### src/rtl/univ_shift_reg.sv
// Universal shift register with a start/count command interface: runs N single-bit
// shift/rotate steps (or one parallel load) autonomously, reporting busy and done.
module univ_shift_reg #(
    parameter int WIDTH = 8,
    parameter int CNT_W = 4
) (
    input  logic             clk,
    input  logic             rst,
    input  logic             start,
    input  logic [2:0]       mode,
    input  logic [CNT_W-1:0] count,
    input  logic             sin,
    input  logic [WIDTH-1:0] din,
    output logic [WIDTH-1:0] out,
    output logic             sout,
    output logic             busy,
    output logic             done
);

    typedef enum logic [1:0] {
        IDLE,
        RUN,
        DONE
    } state_t;

    typedef enum logic [2:0] {
        OP_HOLD = 3'b000,
        OP_SHL  = 3'b001,
        OP_SHR  = 3'b010,
        OP_ROL  = 3'b011,
        OP_ROR  = 3'b100,
        OP_LOAD = 3'b101,
        OP_RSV6 = 3'b110,
        OP_RSV7 = 3'b111
    } op_t;

    state_t           state;
    state_t           state_next;
    op_t              op_l;
    logic [WIDTH-1:0] din_l;
    logic [CNT_W-1:0] cnt;
    logic             is_step;

    assign is_step = (mode == OP_SHL) || (mode == OP_SHR) ||
                     (mode == OP_ROL) || (mode == OP_ROR);

    always_ff @(posedge clk) begin
        if (rst) begin
            state <= IDLE;
        end else begin
            state <= state_next;
        end
    end

    always_comb begin
        state_next = state;
        busy       = 1'b0;
        done       = 1'b0;
        unique case (state)
            IDLE: begin
                if (start) begin
                    if (mode == OP_LOAD) begin
                        state_next = RUN;
                    end else if (is_step && (count != '0)) begin
                        state_next = RUN;
                    end else begin
                        state_next = DONE;
                    end
                end
            end
            RUN: begin
                busy = 1'b1;
                if (cnt == CNT_W'(1)) begin
                    state_next = DONE;
                end
            end
            DONE: begin
                done       = 1'b1;
                state_next = IDLE;
            end
            default: state_next = IDLE;
        endcase
    end

    // Datapath works only from the latched command; live inputs other than sin are ignored in RUN.
    always_ff @(posedge clk) begin
        if (rst) begin
            out   <= '0;
            sout  <= 1'b0;
            cnt   <= '0;
            op_l  <= OP_HOLD;
            din_l <= '0;
        end else begin
            unique case (state)
                IDLE: begin
                    if (start) begin
                        op_l  <= op_t'(mode);
                        din_l <= din;
                        cnt   <= (mode == OP_LOAD) ? CNT_W'(1) : count;
                    end
                end
                RUN: begin
                    cnt <= cnt - CNT_W'(1);
                    case (op_l)
                        OP_SHL: begin
                            out  <= {out[WIDTH-2:0], sin};
                            sout <= out[WIDTH-1];
                        end
                        OP_SHR: begin
                            out  <= {sin, out[WIDTH-1:1]};
                            sout <= out[0];
                        end
                        OP_ROL: begin
                            out  <= {out[WIDTH-2:0], out[WIDTH-1]};
                            sout <= out[WIDTH-1];
                        end
                        OP_ROR: begin
                            out  <= {out[0], out[WIDTH-1:1]};
                            sout <= out[0];
                        end
                        OP_LOAD: out <= din_l;
                        default: ;
                    endcase
                end
                default: ;
            endcase
        end
    end

endmodule

### config.mk
export PLATFORM = sky130hd
export DESIGN_NAME = univ_shift_reg
export DESIGN_NICKNAME = d
export VERILOG_FILES = /design/src/rtl/univ_shift_reg.sv
export SDC_FILE = /design/constraint.sdc
export NUM_CORES = 1
export LEC_CHECK = 0
export BUFFER_PORTS_ARGS = -buffer_cell sky130_fd_sc_hd__buf_2
export CAP_MARGIN = 20
export CORE_UTILIZATION = 38
export DETAILED_ROUTE_END_ITERATION = 6
export GPL_TIMING_DRIVEN = 0
export PLACE_DENSITY = 0.62
export SETUP_SLACK_MARGIN = 0.1
export SYNTH_ARGS = -nofsm -noshare
export SYNTH_HDL_FRONTEND = slang
export SYNTH_SLANG_ARGS = --single-unit
### constraint.sdc
create_clock -name clk -period 1.55 [get_ports clk]
set_input_delay 0.0775 -clock clk [delete_from_list [all_inputs] [get_ports clk]]
set_output_delay 0.0775 -clock clk [all_outputs]
set_load 0.02 [all_outputs]
* Yosys cells after proc, flatten, opt, wreduce, memory -nomap -nowiden *
Cells that the tools add are included.

word-level totals
  bits in registers = 26
  input port bits = 19
  logic and storage cells = 50

cells by class
  add/sub/neg operators = 1
  equal/unequal tests = 15
  mux-type cells = 12
  reductions and logical operators = 16

operator list
  cell                                               count
  one-hot mux 8 bit (5 select lines)                 1
  == test 3 x 2 -> 1 bit (second input constant)     4
  == test 3 bit (second input constant)              4
  AND reduction 2 bit                                5
  2-to-1 mux 2 bit                                   4
  2-to-1 mux 4 bit                                   2
  one-hot mux 4 bit (2 select lines)                 1
  == test 3 x 1 -> 1 bit (second input constant)     2
  nonzero test 5 bit                                 1
  == test 4 x 1 -> 1 bit (second input constant)     1
  != test 2 bit (second input constant)              2
  one-hot mux 2 bit (2 select lines)                 1
  nonzero test 2 bit                                 2
  nonzero test 4 bit                                 1
  OR reduction 2 bit                                 2
  subtractor 4 x 1 -> 4 bit (second input constant)  1
  logical OR 1 bit                                   3
  == test 2 x 1 -> 1 bit (second input constant)     1
  == test 2 bit (second input constant)              1
  logical NOT 2 bit                                  1
  2-to-1 mux 1 bit                                   2
  one-hot mux 1 bit (2 select lines)                 1
  logical AND 1 bit                                  1

* Longest topological paths before layout *
  depth after elaboration = 9
  gate-level depth with buffers = 6

* Least setup slack after synthesis *
OpenSTA, ideal clock, no wires.

  path type = register to register
  start = register op_l[2]
  end = register out[3]
  library setup time = 119 ps
  data arrival time = 1258 ps
  path slack = 173 ps
  stages on the path, launching flop included = 5
  period minus slack after synthesis = 1377 ps
  cell sequence = dfxtp_1 buf_2 or3_1 and3_1 o221a_1

on the way
  longest elaborated chain between the ends = 3
  elaborated cells between the ends (all ways) = 8

RTL lines
  element                                      line  RTL
  start, declared                              39    op_t op_l;
  start signal, assigned                       97    op_l <= op_t'(mode);
  == test 3 bit, or another cell as far along  104   case (op_l)
  nonzero test 5 bit (no source line)          --
  AND reduction 2 bit (no source line)         --
  end signal, assigned                         106   out <= {out[WIDTH-2:0], sin};
  end signal, assigned                         110   out <= {sin, out[WIDTH-1:1]};
  end signal, assigned                         114   out <= {out[WIDTH-2:0], out[WIDTH-1]};
  end, declared                                14    output logic [WIDTH-1:0] out,

Parallel ways exist; a longest one is shown, timed or not.
A chain may end at the register's enable or synchronous reset.

* Worst setup path in the final report *
Ends and elaborated chain as after synthesis.

==> reports/metrics.csv <==
stage;metric;value;unit
clock_network;cts_buffer_depth;2;
routing;wl;3670;µm
worst_hold_path;holdPathEnd;din_l[4];
clock_network;cts_tree;built;
setup_path;end_kind;flop;
clock_network;cts_buffers;3;
setup_path;path_cells;buf_2 > or3_4 > and3_4 > o221a_1;
grt;grt_pass1_wl;6470;µm
yosys;synthCells;193;
grt;grt_max_degree;15;
setup_path;r2r_start;op_l[2];
routing;dr_total_vias;1452;
yosys;synth_async_sr_flop_share;0;
timing;hold_violations;0;
routing;vias_per_cell;5.32;
timing;worst_slew_pin_slew;0.523;ns
setup_path;arrival;1.60;ns
grt;gr-total-overflow;0;
clock_network;cts-root-buf;clkbuf_8;
clock_network;clk_latency;0.28;ns
worst_hold_path;hp-start;din[4];
finish;nets;247;
setup_path;crit_family;simple AND/OR/NAND/NOR gates;
clock_network;ctsHoldBuffers;0;
setup_path;path_class;flop to flop;
worst_hold_path;worstHoldPathType;input pin to flop;
clock_network;htreeDepth;1;
timing;maxSlewViolCount;0;
timing;final_min_period_over_clock_period;0.914;
finish;nFillCells;384;
floorplanning;rows;22;
yosys;synth_top_area_cell;dfxtp_1;
setup_path;slowest_delay;0.41;ns
routing;drc;0;
setup_path;required;1.73;ns
job;maxCapViolCount;0;
place;place.gp.congestion;0.841;
routing;drt_iter0_markers;73;
floorplanning;start_util;0.399;
yosys;synth.distinct_cells;41;
timing;max-slew-margin-rel;0.651;
clock_network;cts_num_sinks;26;
floorplanning;die-height;64.0;µm
outcome;status;completed;
setup_path;r2r-end;out[3];
clock_network;cts.clk_slew.worst_paths;0.09;ns
routing;antenna_left;0;
setup_path;worst-r2r-cell-count;4;
yosys;synth_edf_count;0;
finish;multi_input_area;917;µm²
floorplanning;die_x;64.0;µm
timing;skew;0.00382;ns
setup_path;critical_path_buf_inv_count;1;
yosys;ys_warn_count;0;
setup_path;cp-start-kind;flop;
yosys;syn-num-nets;214;
timing;fmax;0.706;GHz
power;p_total;1.77;mW
yosys;synth_flop_cell;dfxtp_1;
worst_hold_path;holdPathStages;3;
grt;grt.total_usage;0.204;
place;place_hpwl;2660;µm
floorplanning;coreArea;3660;µm²
power;p_per_area;979;nW/µm²
yosys;syn_area;1460;µm²
yosys;ys_seq_elements;26;
yosys;synth_area_per_cell;7.57;µm²
power;power_leakage;0.731;nW
yosys;seq_area_frac_synth;0.356;
grt;grt_pass1_vias;1349;
timing;setup_viol;0;
yosys;synth_top_area_frac;0.356;
timing;grt_setup_unrepaired;yes;
setup_path;crit_fanout;8;
finish;regArea;524;µm²
finish;diodes;0;
finish;final_area;1810;µm²
routing;dr.pass1.iters;4;
routing;wl_per_cell;13.4;µm
yosys;synth.area.top_cells;dfxtp_1 (36%), a21oi_1 (8.9%), nand2_1 (7.7%);
timing;min_period;1.42;ns
setup_path;slowest_stage;or3_4;
place;port_buffers;28;
floorplanning;pin_count;30;
place;placed_area;1660;µm²
grt;antenna_found_initial;0;
floorplanning;design.die.area;4090;µm²
power;vdd_drop_max;0.400;mV
finish;layout-drive-gt1-share;0.271;
finish;final_cell_mix;buf_2 (30), nand2_1 (30), a21oi_1 (26);
finish;area_growth;24.0;%
setup_path;r2r_setup_slack;0.13;ns
report_power, final:
group          total (mW)  leakage, nW  switching, mW  internal [mW]
sequential          0.787        0.213         0.0586          0.728
combinational       0.534        0.489          0.308          0.226
clock               0.452       0.0288          0.224          0.228
final cells by class:
class	instances	area share
Clock buffer	4	0.0304
Tap cell	48	0.0332
Sequential cell	26	0.290
Inverter	10	0.0221
Buffer	14	0.0408
Timing Repair Buffer	28	0.0774
Multi-Input combinational cell	143	0.507
cell usage after synthesis, drive strengths merged, types with 2 or more instances:
cell	instances
o2111ai	3
nor2	14
o21ai	13
o21bai	4
nor2b	8
a21oi	26
clkbuf	9
inv	10
ha	2
nand2	30
nor3b	4
nor3	2
mux2i	3
a311oi	2
a211oi	8
a2111oi	2
buf	5
a21o	2
nand3b	5
dfxtp	26
sequential cells by signal, indices dropped and copies added (netlist names):
register	count
cnt	4
din_l	8
op_l	3
out	8
sout	1
state	2
through the flow:
step                TNS, ns  cells  utilization  setup WS [ns]  hold WS [ns]
floorplan                 0    193            -          0.173         0.213
global route              0    273        0.495         0.0330        0.0270
finish                    0    273        0.495          0.133        0.0250
global placement    -0.0117    269        0.454        -0.0117         0.320
CTS                       0    273        0.471          0.105        0.0234
detailed placement        0    269        0.454        0.00454         0.324
how the worst max path moves through the flow:
stage / start / slack (ns) / to / cells after the start
finish: op_l[2] / 0.13 / out[3] / 4
global route: op_l[0] / 0.03 / out[6] / 6
CTS: op_l[0] / 0.10 / out[1] / 6
detailed placement: op_l[0] / 0.005 / out[1] / 6
global placement: op_l[0] / -0.01 / out[1] / 6
floorplan: op_l[2] / 0.17 / out[3] / 4
logic make-up after synthesis:
kind of cell | after synthesis | synth area share
AOI/OAI and AO/OA | 67 | 0.296
xor gates and xnor gates | 1 | 0.00600
adders and majority gates | 2 | 0.0171
buffers and inverters | 24 | 0.0651
DFF | 26 | 0.356
muxes | 4 | 0.0283
and+or+nand+nor | 69 | 0.231
worst reg2reg max path, cell delays in order (launching register included):
cell and delay (ns):
dfxtp_1 0.30, buf_2 0.16, or3_4 0.41, and3_4 0.21, o221a_1 0.23
what timing repair did:
item / in CTS / in global routing
endpoints found under the setup margin: 19 / 22
buffers inserted: 0 / 0
resized for setup: 4 / 32
pin swaps: 0 / 1
routing by layer:
metal	routed length, µm	up-vias	share of wire	GRT usage
met1	1790	661	0.49	0.285
met3	190	5	0.052	0.0339
li1	-	742	-	-
met2	1630	44	0.44	0.307
met4	63	0	0.017	0.0852
met5	0	-	0	0
(Power assumes the default switching activity.)
